===== config.mk =====
export PLATFORM = sky130hd
export DESIGN_NAME = sqrt_controller_flat
export DESIGN_NICKNAME = d
export VERILOG_FILES = /design/src/rtl/sqrt_controller_pkg.sv /design/src/rtl/sqrt_controller_if.sv /design/src/rtl/sqrt_controller_comparator.sv /design/src/rtl/sqrt_controller.sv /design/src/flat_wrapper.sv
export SDC_FILE = /design/constraint.sdc
export NUM_CORES = 1
export LEC_CHECK = 0
export ABC_AREA = 1
export CAP_MARGIN = 20
export CORE_MARGIN = 5
export CORE_UTILIZATION = 48
export CTS_CLUSTER_SIZE = 30
export DETAILED_ROUTE_END_ITERATION = 8
export GPL_TIMING_DRIVEN = 0
export MAX_ROUTING_LAYER = met4
export PLACE_DENSITY = 0.75
export REMOVE_ABC_BUFFERS = 1
export SLEW_MARGIN = 20
export SYNTH_ARGS = -nofsm -noshare
export SYNTH_HDL_FRONTEND = slang
export SYNTH_SLANG_ARGS = --single-unit

===== constraint.sdc =====
create_clock -name clk_i -period 1.58 [get_ports clk_i]
set_input_delay 0.237 -clock clk_i [delete_from_list [all_inputs] [get_ports clk_i]]
set_output_delay 0.237 -clock clk_i [all_outputs]
set_load 0.03 [all_outputs]

===== src/rtl/sqrt_controller_pkg.sv =====
// -----------------------------------------------------------------------------
// sqrt_pkg
// Shared constants and the FSM state type for the integer square-root
// controller. Widths derive from the radicand width; the comparator width is
// fixed at 17 bits, which is why only a 16-bit radicand is supported.
// -----------------------------------------------------------------------------
package sqrt_pkg;

  localparam int DATA_W  = 16;            // radicand width
  localparam int ROOT_W  = DATA_W / 2;    // root width
  localparam int REM_W   = DATA_W / 2 + 1;// remainder width
  localparam int CMP_W   = 17;            // fixed comparator operand width
  localparam int N_ITER  = DATA_W / 2;    // one root bit per iteration
  localparam int CNT_W   = $clog2(N_ITER);
  localparam int REMSH_W = REM_W + 2;     // remainder with next radicand pair
  localparam int TRIAL_W = ROOT_W + 2;    // (root << 2) | 1

  typedef enum logic [1:0] {
    IDLE = 2'd0,
    ITER = 2'd1,
    DONE = 2'd2
  } sqrt_state_t;

endpackage : sqrt_pkg


===== src/rtl/sqrt_controller_if.sv =====
// -----------------------------------------------------------------------------
// sqrt_controller_if
// Start/done handshake bundle between the requester and the sqrt controller.
//   start_i      requester -> controller : request a computation
//   radicand_i   requester -> controller : operand, captured on acceptance
//   busy_o       controller -> requester : operation in progress
//   done_o       controller -> requester : one-cycle result-valid pulse
//   root_o       controller -> requester : floor(sqrt(radicand))
//   remainder_o  controller -> requester : radicand - root^2
// -----------------------------------------------------------------------------
interface sqrt_controller_if;
  import sqrt_pkg::*;

  logic              start_i;
  logic [DATA_W-1:0] radicand_i;
  logic              busy_o;
  logic              done_o;
  logic [ROOT_W-1:0] root_o;
  logic [REM_W-1:0]  remainder_o;

  // Requester side.
  modport master (
    output start_i,
    output radicand_i,
    input  busy_o,
    input  done_o,
    input  root_o,
    input  remainder_o
  );

  // Controller side.
  modport slave (
    input  start_i,
    input  radicand_i,
    output busy_o,
    output done_o,
    output root_o,
    output remainder_o
  );

endinterface : sqrt_controller_if


===== src/rtl/sqrt_controller_comparator.sv =====
// -----------------------------------------------------------------------------
// Comparator
// Unsigned 17-bit magnitude comparator used by the sqrt datapath.
//   A_i              in  17 : left operand
//   B_i              in  17 : right operand
//   A_less_than_B_o  out 1  : 1 when A_i < B_i (unsigned)
// -----------------------------------------------------------------------------
module Comparator (
  input  logic [sqrt_pkg::CMP_W-1:0] A_i,
  input  logic [sqrt_pkg::CMP_W-1:0] B_i,
  output logic                       A_less_than_B_o
);

  assign A_less_than_B_o = (A_i < B_i);

endmodule : Comparator


===== src/rtl/sqrt_controller.sv =====
// -----------------------------------------------------------------------------
// sqrt_controller
// Restoring digit-by-digit integer square root: one root bit per ITER cycle,
// decided by a single shared comparator. Start is accepted only in IDLE;
// results are registered in DONE and held until the next DONE.
//   clk_i  in  1 : clock, rising edge
//   rst_i  in  1 : synchronous active-high reset
//   bus    slave : start/radicand in, busy/done/root/remainder out
// -----------------------------------------------------------------------------
module sqrt_controller #(
  parameter int DATA_W = 16
) (
  input  logic               clk_i,
  input  logic               rst_i,
  sqrt_controller_if.slave   bus
);
  import sqrt_pkg::*;

  // The comparator is fixed at 17 bits, so no other radicand width can work.
  if (DATA_W != sqrt_pkg::DATA_W) begin : g_width_check
    $error("sqrt_controller: DATA_W must be 16");
  end

  sqrt_state_t        r_state;
  sqrt_state_t        w_state_next;

  logic [DATA_W-1:0]  r_shift;      // radicand pairs still to consume, MSB first
  logic [REM_W-1:0]   r_rem;
  logic [ROOT_W-1:0]  r_root;
  logic [CNT_W-1:0]   r_cnt;

  logic               r_busy;
  logic               r_done;
  logic [ROOT_W-1:0]  r_root_out;
  logic [REM_W-1:0]   r_rem_out;

  logic [REMSH_W-1:0] w_rem_sh;
  logic [TRIAL_W-1:0] w_trial;
  logic [CMP_W-1:0]   w_cmp_a;
  logic [CMP_W-1:0]   w_cmp_b;
  logic               w_lt;
  logic [REM_W-1:0]   w_rem_next;
  logic [ROOT_W-1:0]  w_root_next;

  assign w_cmp_a = CMP_W'(w_rem_sh);
  assign w_cmp_b = CMP_W'(w_trial);

  Comparator u_cmp (
    .A_i             (w_cmp_a),
    .B_i             (w_cmp_b),
    .A_less_than_B_o (w_lt)
  );

  // Next-state and one iteration of the root recurrence.
  always_comb begin
    // NOTE: every combinational output gets a default first so no path
    // leaves it unassigned, which would otherwise infer a latch.
    w_state_next = r_state;
    w_rem_sh     = {r_rem, r_shift[DATA_W-1 -: 2]};
    w_trial      = {r_root, 2'b01};
    w_rem_next   = r_rem;
    w_root_next  = r_root;

    if (w_lt) begin
      // Trial too large: root bit is 0, remainder just absorbs the pair.
      w_rem_next  = REM_W'(w_rem_sh);
      w_root_next = {r_root[ROOT_W-2:0], 1'b0};
    end else begin
      // rem_sh >= trial, so the difference fits and never underflows.
      w_rem_next  = REM_W'(w_rem_sh - REMSH_W'(w_trial));
      w_root_next = {r_root[ROOT_W-2:0], 1'b1};
    end

    unique case (r_state)
      IDLE:    if (bus.start_i) w_state_next = ITER;
      ITER:    if (r_cnt == CNT_W'(N_ITER - 1)) w_state_next = DONE;
      DONE:    w_state_next = IDLE;
      default: w_state_next = IDLE;
    endcase
  end

  // State, datapath and output registers.
  always_ff @(posedge clk_i) begin
    // NOTE: sequential state uses non-blocking assignments so every register
    // samples the pre-edge values, independent of statement order.
    if (rst_i) begin
      r_state    <= IDLE;
      r_shift    <= '0;
      r_rem      <= '0;
      r_root     <= '0;
      r_cnt      <= '0;
      r_busy     <= 1'b0;
      r_done     <= 1'b0;
      r_root_out <= '0;
      r_rem_out  <= '0;
    end else begin
      r_state <= w_state_next;
      // busy reflects the state that was active at this edge, so it rises one
      // cycle after acceptance and stays high through the DONE cycle.
      r_busy  <= (r_state != IDLE);
      r_done  <= 1'b0;

      unique case (r_state)
        IDLE: begin
          if (bus.start_i) begin
            r_shift <= bus.radicand_i;
            r_rem   <= '0;
            r_root  <= '0;
            r_cnt   <= '0;
          end
        end
        ITER: begin
          r_shift <= {r_shift[DATA_W-3:0], 2'b00};
          r_rem   <= w_rem_next;
          r_root  <= w_root_next;
          r_cnt   <= r_cnt + CNT_W'(1);
        end
        DONE: begin
          r_root_out <= r_root;
          r_rem_out  <= r_rem;
          r_done     <= 1'b1;
        end
        default: ;
      endcase
    end
  end

  assign bus.busy_o      = r_busy;
  assign bus.done_o      = r_done;
  assign bus.root_o      = r_root_out;
  assign bus.remainder_o = r_rem_out;

endmodule : sqrt_controller


===== src/flat_wrapper.sv =====
// flat-port wrapper written by rule: the top's interface ports become plain ports
module sqrt_controller_flat import sqrt_pkg::*;
#(
  parameter int DATA_W = 16
)
  (clk_i, rst_i, bus_start_i, bus_radicand_i, bus_busy_o, bus_done_o, bus_root_o, bus_remainder_o);
  sqrt_controller_if bus_i ();
  input  logic clk_i;
  input  logic rst_i;
  input wire logic [$bits(bus_i.start_i)-1:0] bus_start_i;
  input wire logic [$bits(bus_i.radicand_i)-1:0] bus_radicand_i;
  output wire logic [$bits(bus_i.busy_o)-1:0] bus_busy_o;
  output wire logic [$bits(bus_i.done_o)-1:0] bus_done_o;
  output wire logic [$bits(bus_i.root_o)-1:0] bus_root_o;
  output wire logic [$bits(bus_i.remainder_o)-1:0] bus_remainder_o;
  assign bus_i.start_i = bus_start_i;
  assign bus_i.radicand_i = bus_radicand_i;
  assign bus_busy_o = bus_i.busy_o;
  assign bus_done_o = bus_i.done_o;
  assign bus_root_o = bus_i.root_o;
  assign bus_remainder_o = bus_i.remainder_o;
  sqrt_controller #(.DATA_W(DATA_W)) u_core (.clk_i(clk_i), .rst_i(rst_i), .bus(bus_i));
endmodule

# Word level (Yosys, flattened, before mapping)
# Index checks and enable logic that the tools add are counted.
# W data, S select, Z words.
# totals
register_bits,57
output_inout_bits,19
input_bits,19
# op_classes
magnitude_cmp,1
add_sub_neg,2
n_eq_ne,5
reduce_logical,5
muxes,14
# ops
op,count
$pmux W16 S2,1
$mux W9,2
$pmux W9 S2,1
$mux W16,1
$pmux W8 S2,1
$lt A11 B10 Y1,1
$sub A9 B9 Y9,1
$mux W8,1
$pmux W3 S2,1
$mux W2,2
$pmux W2 S2,1
$reduce_and A2 Y1,2
$reduce_bool A2 Y1,2
$add A3 B1 Y3 const B,1
$eq A3 B3 Y1 const B,1
$mux W3,1
$eq A2 B1 Y1 const B,1
$eq A2 B2 Y1 const B,1
$logic_not A2 Y1,1
$mux W1,2
$ne A2 B1 Y1 const B,1
$ne A2 B2 Y1 const B,1

# Logic depth before layout (Yosys ltp)
# logic_depth
depth_word,3
ltp_mapped,12

# Cells and area by module
# Synthesis repeated with hierarchy kept, for this count alone.
# hier_totals
hier_cells,397
hier_area_um2,2906.5
# modules_own_cells
mod,seq_area_each_um2,cells_per_inst,area_per_inst_um2,instances
sqrt_controller,1141.1,315,2442.3,1
Comparator,0.0,82,464.2,1

# Worst setup path before layout
# Ideal clock, no wire load.
# synth_path
path_kind,register -> register
start,register u_core.r_root[3]
end,register u_core.r_rem[5]
t_required_ns,1.448
path_stages_with_launch,12
path_slack_ns,0.023
period_less_slack_ns,1.557
setup_time_ns,0.132
t_arrival_ns,1.425
path_cell_list,dfxtp_1 > inv_1 > ha_1 > nand2_1 > inv_1 > nand2_1 > nor2_1 > nand2_2 > nand3_4 > nand3_1 > nand3_1 > a21oi_1
# synth_between
elab_chain_cells,3
word_cells_on_any_way,4
classes_between,1 x add/sub; 1 x order compare; 2 x mux
# synth_lines
item,line,rtl
from (decl),sqrt_controller.sv:29,logic [ROOT_W-1:0] r_root;
from (signal assigned),sqrt_controller.sv:115,r_root <= w_root_next;
$sub A9 B9 Y9 / $lt A11 B10 Y1 (equally long branches),"sqrt_controller.sv:70, sqrt_controller_comparator.sv:14",
$mux W9 *,sqrt_controller.sv:64,if (w_lt) begin
$pmux W9 S2 *,sqrt_controller.sv:103,unique case (r_state)
to (signal assigned),sqrt_controller.sv:114,r_rem <= w_rem_next;
to (decl),sqrt_controller.sv:28,logic [REM_W-1:0] r_rem;
# Every way passes the cells marked *; elsewhere a longest branch is shown, timed or not.
# A chain may end at the register's enable or synchronous reset.

# Worst setup path in the final report
# layout_path
start,register u_core.r_root[3]
end,register u_core.r_rem[8]
# The elaborated chain is that of the path after synthesis.

==> flow_summary.ini <==
[worst_setup_path]
critPathBufInv = 2
cp_common_cell = nand2_1
start_kind = register
crit_required_ns = 1.85
worstSetupPathType = reg -> reg
max_stage_delay_ns = 0.36
cp_top_family = simple AND/OR/NAND/NOR gates
worstSetupEndpointType = register
crit_chain = inv_4 > ha_4 > buf_6 > nand2_1 > nor2_1 > nand3_2 > nand2_1 > nand2_1 > nand3_1 > nand3_1 > a21oi_1
cp_max_fo = 4
crit_arrival_ns = 1.97
crit_slowest_cell = dfxtp_2

[cts]
cts_root_buf = clkbuf_8
clkSinkCount = 57
cts_tree = yes
clk_latency_ns = 0.35
cts_buffers = 9
clockBufferDepth = 2
cts-htree-levels = 3
hold_buffers = 0
clkSlewWorstSetupHoldPaths_ns = 0.07

[power_and_ir_drop]
pwr-share-clk_pct = 16.6
power_switching_mw = 3.332
p_per_area_mw_per_mm2 = 2052
switching_share_pct = 44.86
p_comb_share_pct = 59.3
p_leak_nw = 1.633
p_int_mw = 4.095
ir_drop_mv = 1.002
power_frac_seq_pct = 24.1
p_total_mw = 7.426

[detailed_routing]
antenna_left = 0
drtPass1Iterations = 5
wl_met3_um = 545
remaining_drc_errors = 0
drtIter0Drc = 182
num_vias = 2625
highest_layer = met4
met2_length_um = 3738
met1_length_um = 2997
viasPerCell = 5.609
routed_wl_um = 7537
wl_per_cell_um = 16.10

[floorplanning]
start_util_pct = 50.24
die_w_um = 83.58
ios = 38
die_area_mm2 = 0.006986
die_y_um = 83.58
rows = 26
core_mm2 = 0.005172

[sta]
drv_slew = 0
worst_pin_slew_ns = 0.6792
period_minus_slack_ns = 1.704
final_hold_viol_count = 0
rsz0062_at_grt = yes
setup_viol = 9
skew_ns = 0.006488
slew_headroom_pct = 54.72
timing.final.ws_setup_ns = -0.1238
period_share_pct = 107.8
max_freq_ghz = 0.5869
whs_ns = 0.4678

[place]
globalplace.congestion = 0.8876
portBuffers = 37
dp_worst_setup_slack_ns = -1.198
dp_hpwl_um = 3760

[global_route]
grt_max_degree = 37
grt_pass1_wl_um = 11410
grt-ovfl-total = 0
grt_pass1_vias = 2504
track_usage_pct = 20.64
antenna_found_initial = 0

[cells_and_area]
drive_gt1_share_pct = 26.88
fin_nets = 423
area_growth_pct = 39.24
final_util_pct = 69.96
diodes = 0
fillers = 404

[status]
status = finished with violations
violations = setup timing

[yosys]
netlist_area_mm2 = 0.002599
ys_types = 29
synth_seq_cells = 57
syn_inst = 337
synth-seq-area-share_pct = 43.91
syn_area_per_cell_um2 = 7.711
yosysWarnings = 0

[job]
cap_viol_max_count = 0

[hold_path]
hold_path.class = in -> reg
## logic make-up (layout without fill, tap and decap cells)
family | after synthesis | in the layout | synth area share [%]
flops | 57 | 57 | 43.91
fa+ha+maj | 11 | 11 | 5.296
xor+xnor | 3 | 3 | 1.011
simple gates | 103 | 106 | 18.25
compound gates | 103 | 103 | 22.39
buf+inv | 60 | 118 | 9.148
## worst paths after layout
kind | start | endpoint | slack, ns | cells after the start
worst min-delay path | bus_radicand_i[1] | u_core.r_shift[1] | 0.47 | 3
worst max register to register | u_core.r_root[3] | u_core.r_rem[8] | -0.12 | 11
worst min register to register | u_core.r_root[0] | u_core.r_root[0] | 0.47 | 2
worst max-delay path | u_core.r_root[3] | u_core.r_rem[8] | -0.12 | 11
## cell usage after synthesis, drive strengths merged
master	n	share of area (%)
inv	44	6.4
a21oi	45	9.1
buf	5	1.2
o32ai	7	2.4
nand2	54	8.0
clkbuf	11	1.6
o22ai	14	3.4
or2	2	0.58
xnor2	1	0.34
a211oi	1	0.29
nor2	16	2.7
ha	11	5.3
o21ai	34	6.7
a22oi	2	0.58
dfxtp	57	44
nand3b	1	0.29
nand4	9	2.2
nand3	21	4.5
xor2	2	0.67
## layout make-up
cell class	count	area, um2	share of cell area (%)
repair buffers	57	543.0	15.01
multi-input cells	223	1458	40.28
clock buffers	13	158.9	4.391
clock inverters	3	15.01	0.4149
repair inverters	1	7.507	0.2075
inverters	44	186.4	5.152
flip-flops and latches	57	1162	32.12
well taps	70	87.58	2.420
## cells in the final DEF, fill, tap and decap left out, types with 11 or more instances in the layout
master and instances:
dfxtp_2 17, nand3_1 19, nor2_1 12, inv_1 27, dfxtp_1 40, o21ai_0 28, clkbuf_8 11, clkdlybuf4s50_1 17
a21oi_1 42, o22ai_1 14, buf_4 14, dlygate4sd2_1 13, nand2_1 41
## power by group through the flow
stage          Clock, mW  Sequential [mW]  Combinational [mW]
2_1_floorplan          0             1.71                2.20
3_3_place_gp           0             1.73                2.67
3_5_place_dp           0             1.74                2.74
4_1_cts             1.24             1.75                3.58
5_1_grt             1.31             1.80                4.69
6_report            1.23             1.79                4.41
## tightest hold or removal path, cell delays in order
cell             delay [ns]
clkdlybuf4s50_1        0.39
nand3_1                0.08
a21oi_1                0.06
## metrics by stage
step,instances,TNS (ns),area [um2]
6_report,468,-0.3529,3618
5_1_grt,468,-1.074,3618
4_1_cts,461,0,3438
3_5_place_dp,428,-41.26,2984
3_3_place_gp,428,-41.52,2984
2_1_floorplan,321,0,2526
## layer usage
layer	up-vias	GRT usage (%)
met2	120	33.12
li1	1269	-
met5	-	-
met1	1202	23.34
met4	0	11.99
met3	34	5.035
## repair_timing
| action | 4_1_cts | 5_1_grt |
|---|---|---|
| setup endpoints to repair | 64 | 22 |
| gates cloned | 4 | 0 |
| resized for setup | 55 | 54 |
| pin swaps | 14 | 29 |
| setup buffers | 13 | 7 |
## sequential cells by signal, summed over array words and instances (netlist names)
| register | flops |
|---|---|
| u_core.bus.remainder_o | 9 |
| u_core.r_root | 8 |
| u_core.bus.done_o | 1 |
| u_core.bus.root_o | 8 |
| u_core.r_state | 2 |
| u_core.bus.busy_o | 1 |
| u_core.r_cnt | 3 |
| u_core.r_rem | 9 |
| u_core.r_shift | 16 |
(Power assumes the default switching activity.)
==> variant 1: new RTL, config.mk and constraints unchanged <==
`DATA_W` is set to 16 in 3 places; all go to 8.
--- a/src/rtl/sqrt_controller_pkg.sv
+++ b/src/rtl/sqrt_controller_pkg.sv
@@ -6,7 +6,7 @@
 // -----------------------------------------------------------------------------
 package sqrt_pkg;
 
-  localparam int DATA_W  = 16;            // radicand width
+  localparam int DATA_W  = 8;            // radicand width
   localparam int ROOT_W  = DATA_W / 2;    // root width
   localparam int REM_W   = DATA_W / 2 + 1;// remainder width
   localparam int CMP_W   = 17;            // fixed comparator operand width
--- a/src/rtl/sqrt_controller.sv
+++ b/src/rtl/sqrt_controller.sv
@@ -8,7 +8,7 @@
 //   bus    slave : start/radicand in, busy/done/root/remainder out
 // -----------------------------------------------------------------------------
 module sqrt_controller #(
-  parameter int DATA_W = 16
+  parameter int DATA_W = 8
 ) (
   input  logic               clk_i,
   input  logic               rst_i,
--- a/src/flat_wrapper.sv
+++ b/src/flat_wrapper.sv
@@ -1,7 +1,7 @@
 // flat-port wrapper written by rule: the top's interface ports become plain ports
 module sqrt_controller_flat import sqrt_pkg::*;
 #(
-  parameter int DATA_W = 16
+  parameter int DATA_W = 8
 )
   (clk_i, rst_i, bus_start_i, bus_radicand_i, bus_busy_o, bus_done_o, bus_root_o, bus_remainder_o);
   sqrt_controller_if bus_i ();
Interface: changed (resized bus_radicand_i, bus_remainder_o and bus_root_o); port bits go from 38 to 22. No check against the original RTL was run, so the function may have changed too.
==> variant 1 against the original RTL <==
  * Critical path depth down 2
  * Wire length decreased by 56%
  * Combinational power down 84%
  * Largest power group is now sequential cells
  * Critical path type unchanged
  * Highest routed layer unchanged
  * Synthesized cell count shrank 47%
  * Synthesized area down 46%
  * Total power fell by 70%
  * Worst setup slack better by 0.17 ns
  * Sequential cell count is 25 lower
  * Final area fell by 51%
==> variant 1: results (changes against the original RTL) <==
The logs give 28.4% (+12 points) for the part of the total power dissipated in the clock network and 2120 um (-44%) for the HPWL after detailed placement. Count of filler cells inserted in the layout: 249 (-38%). The routed wire length is 3290 um (-56%), and the post-CTS setup buffer count is 0 (-13). The deepest level of the CTS H-tree is 2 (-1), and the wire length of the first global-routing pass is 5240 um (-54%). Setup skew after layout: 0.0160 ns (+0.00956 ns). The worst min-delay path class is in -> reg. The cell family contributing the most delay on the critical path is simple AND/OR/NAND/NOR gates. The run gives 23 (-21%) as the number of distinct standard cells referenced by the synthesized netlist. Number of buffers added by the clock tree synthesis step: 5 (-4).

Endpoint arrival time on the critical path: 1.81 ns (-0.16 ns). The number of global-route vias before repair was 1242 (-50%). Average size of a mapped cell: 7.84 sq um (+1.7%).

The tools report the post-cts resize count as 16 (-71%). Among all flip-flop cells after synthesis, the most frequent one is dfxtp_1. The global-route usage over all layers is 16.6% (-4.0 points), and the number of buffers inserted by port buffering is 21 (-43%). The detailed route wirelength on metal2 came out at 1580 um (-58%). The fraction of layout cells with a size suffix above 1 is 15.4% (-11 points). The total number of yosys warnings was 0 (unchanged); the clock-pin slew reported for the worst setup and hold paths after clock tree synthesis was 0.12 ns (+0.05 ns).

Number of vias per cell after detailed routing: 5.66 (+0.90%). The maximum net fanout on the critical path is 6 (+2), and the tightest slew margin relative to the limit is 52.1% (-2.6 points). The logs give 4.55% (-0.48 points) for the fraction of met3 tracks used by global routing and 45.6% (+1.7 points) for the sequential fraction of the synthesis area.

The tools report the pin count of the biggest net entering global routing as 19 (-49%). The run gives 0.000967 V (-3.5%) as the worst IR drop on VDD. Counting instances in the post-synthesis netlist gives the leading cell types as dfxtp_1 (32), nand2_1 (30), a21oi_1 (28). The flip-flop count of the largest register, all copies and words added is 8 (-8). The weighted congestion at the end of routability-driven global placement came out at 0.886 (-0.20%). The run gives 0 (unchanged) as the number of antenna violations at the first check in global routing.

The run gives 0.000775 uW (-53%) as the leakage power total. The run gives 2 (unchanged) as the deepest clock path buffer count. The wire length on met1 was 1470 um (-51%). For the total cell area at the placement stage, the log shows 0.00161 sq mm (-46%). The number of diodes is 0 (unchanged). The minimum setup slack after placement came out at -0.488 ns (+0.710 ns). The uppermost layer routed was met4. The detailed-route wire length per cell is 14.2 um (-12%), and the cell count after placement is 224 (-48%). The initial core utilization was 50.5% (+0.23 points). The global-route met1 utilization is 17.7% (-5.6 points), and the number of iterations in the first detailed-routing pass is 4 (-1). Met2 global-route usage: 27.5% (-5.6 points).

The run finished with clean final reports. The detailed route wirelength on metal3 was 165 um (-70%). By area the synthesized netlist is led by dfxtp_1 (46%), a21oi_1 (10%), nand2_1 (8.0%). Switching fraction of total power: 34.3% (-11 points). The root buffer cell chosen for the clock tree is clkbuf_4. The iteration-0 DRC count of the detailed router was 70 (-62%).
-- variant 1: cell types whose count changed in the layout (fill, tap and decap cells not counted), moves of 9 or more --
cell	unedited run	this run
o22ai_1	14	4
inv_1	27	16
buf_4	14	0
nand4_1	9	0
clkbuf_8	11	0
dfxtp_1	40	29
dfxtp_2	17	3
o21ai_0	28	14
a21oi_1	42	26
nand2_1	41	28
-- variant 1: logic make-up (layout without fill, tap and decap cells) --
kind of cell	count (synthesis)	in the layout	synth area share, %
compound gates	52	52	20.9
xor+xnor	1	1	0.624
simple gates	60	60	18.6
buf+inv	28	50	8.82
fa+ha+maj	6	6	5.35
flops	32	32	45.6
-- variant 1: power by group through the flow --
stage          combinational [uW]  sequential (uW)  clock, uW
3_3_place_gp                  568              918          0
2_1_floorplan                 454              913          0
4_1_cts                       626              905        643
6_report                      703              918        642
5_1_grt                       779              924        681
3_5_place_dp                  586              920          0
-- variant 1: cell type report --
| class | count | area (sq um) | share of cell area [%] |
|---|---|---|---|
| clock inverters | 3 | 42.5 | 2.40 |
| clock buffers | 5 | 37.5 | 2.12 |
| flip-flops and latches | 32 | 644 | 36.3 |
| multi-input cells | 119 | 729 | 41.1 |
| well taps | 31 | 38.8 | 2.19 |
| inverters | 21 | 81.3 | 4.59 |
| repair buffers | 21 | 199 | 11.2 |
-- variant 1: path summary, 6_finish.rpt --
| kind | startpoint | to | slack [ns] | cells past startpoint |
|---|---|---|---|---|
| worst max-delay path | u_core.r_root[2] | u_core.r_rem[3] | 0.05 | 9 |
| worst min register to register | u_core.r_root[0] | u_core.r_root[0] | 0.48 | 2 |
| worst min-delay path | bus_radicand_i[0] | u_core.r_shift[0] | 0.48 | 3 |
| worst max register to register | u_core.r_root[2] | u_core.r_rem[3] | 0.05 | 9 |
==> variant 2: new RTL, config.mk and constraints unchanged <==
Without the edit above. Reset style: asynchronous (`rst_i`), changed in one clocked block. Comments in the files are not updated.
--- a/src/rtl/sqrt_controller.sv
+++ b/src/rtl/sqrt_controller.sv
@@ -80,7 +80,7 @@
   end
 
   // State, datapath and output registers.
-  always_ff @(posedge clk_i) begin
+  always_ff @(posedge clk_i or posedge rst_i) begin
     // NOTE: sequential state uses non-blocking assignments so every register
     // samples the pre-edge values, independent of statement order.
     if (rst_i) begin
Formal check against the unedited RTL: differs if rst_i is asserted again (counterexample within 4 cycles, from zero or initial values and one cycle with rst_i high); with rst_i held inactive, the same outputs for 10 cycles.
==> variant 2 against the original RTL <==
  * Non-clock buffer count up 2
  * The flow still finishes with violations (setup timing)
  * Via count down 4.8%
  * Sequential cell count unchanged
  * Die area up 8.1%
  * Critical path type unchanged
  * Wire length down 11%
  * Count of clock-buffer cells in the layout up 1
  * Sequential share of layout area up 5.2 points
  * Final area up 5.5%
  * Critical endpoint is now u_core.r_rem[8]
  * Synthesized area up 9.2%
  * Worst setup slack better by 0.065 ns
Power is left out: the tool's default activity adds up to more than one toggle a clock period on the data nets, which glitch-free logic cannot reach.
==> variant 2: results (changes against the original RTL) <==
The number of multi-input combinational cells is 228 (+2.2%). For the number of nets in the layout, the log shows 427 (+0.95%). The run gives 2900 um (-3.2%) as the wire length on met1. The run finished, with violations left. The tightest min-delay check is of the in -> async type. The logs give 477 (+1.9%) for the number of standard cells in the final layout excluding fillers and 4 (-5) for the final-report setup violation count. The length in cells of the worst reg-to-reg path was 9 (-2); the worst path setup slack after routing was -0.0585 ns (+0.0652 ns).

The global-route usage over all layers is 20.3% (-0.35 points). The final reports fail on setup timing. For the number of flip-flops and latches, the log shows 57 (unchanged).

The area taken by flip-flops and latches was 0.00143 sq mm (+23%); the area fraction in compound gates after synthesis was 12.4% (-10 points). The fraction of met3 tracks used by global routing was 6.81% (+1.8 points); the number of iterations in the first detailed-routing pass was 4 (-1). The detailed route wirelength on metal3 is 411 um (-25%), and the average size of a mapped cell is 8.47 sq um (+9.9%).

The wire length of the first global-routing pass is 11500 um (+0.67%). For the worst hold margin, the log shows 0.360 ns (-0.107 ns). In this run the critical register-to-register path is launched from u_core.r_rem[6]. The clock network area share is 5.44% (+0.63 points). The portion of the layout cell area used by non-clock buffers was 13.9% (-1.1 points).

Capture point of the worst reg-to-reg path: u_core.r_rem[8]. The share of async-settable or async-resettable flops after synthesis came out at 100% (+100 points). The post-synthesis share of cell area spent on full adders, half adders and majority gates came out at 4.85% (-0.45 points).

The cell count after placement came out at 437 (+2.1%). The tools report the post-CTS setup buffer count as 16 (+3). For the HPWL after detailed placement, the log shows 3860 um (+2.6%). Clock tree buffer count of the final layout: 14 (+1).

The xor/xnor share of the synthesized area was 0.617% (-0.39 points). For the number of global-route vias before repair, the log shows 2474 (-1.2%). The number of vias per cell after detailed routing works out to 5.24 (-6.6%). The tools report the routed wire length as 6740 um (-11%).
[variant 2: cell types whose count changed in the layout (fill, tap and decap cells not counted), sizes merged, moves of 4 or more]
cell          unedited run  this run
dfrtp                    0        57
dfxtp                   57         0
nand2                   55        97
a21oi                   45         4
nor2                    17        27
o21ai                   34        44
o32ai                    7         0
o22ai                   14         9
dlygate4sd2             13        17
dlymetal6s2s             6         2
[variant 2: how the worst max path moves through the flow]
| stage | start | end | slack (ns) | depth (start not counted) |
|---|---|---|---|---|
| after floorplan | rst_i | u_core.bus.busy_o | -0.06 | 1 |
| after global placement | rst_i | u_core.r_shift[7] | -1.06 | 2 |
| after detailed placement | u_core.r_root[5] | u_core.r_rem[8] | -0.27 | 12 |
| after CTS | u_core.r_root[7] | u_core.r_rem[8] | -0.02 | 10 |
| after global routing | u_core.r_root[7] | u_core.r_rem[8] | -0.14 | 10 |
| final | u_core.r_rem[6] | u_core.r_rem[8] | -0.06 | 9 |
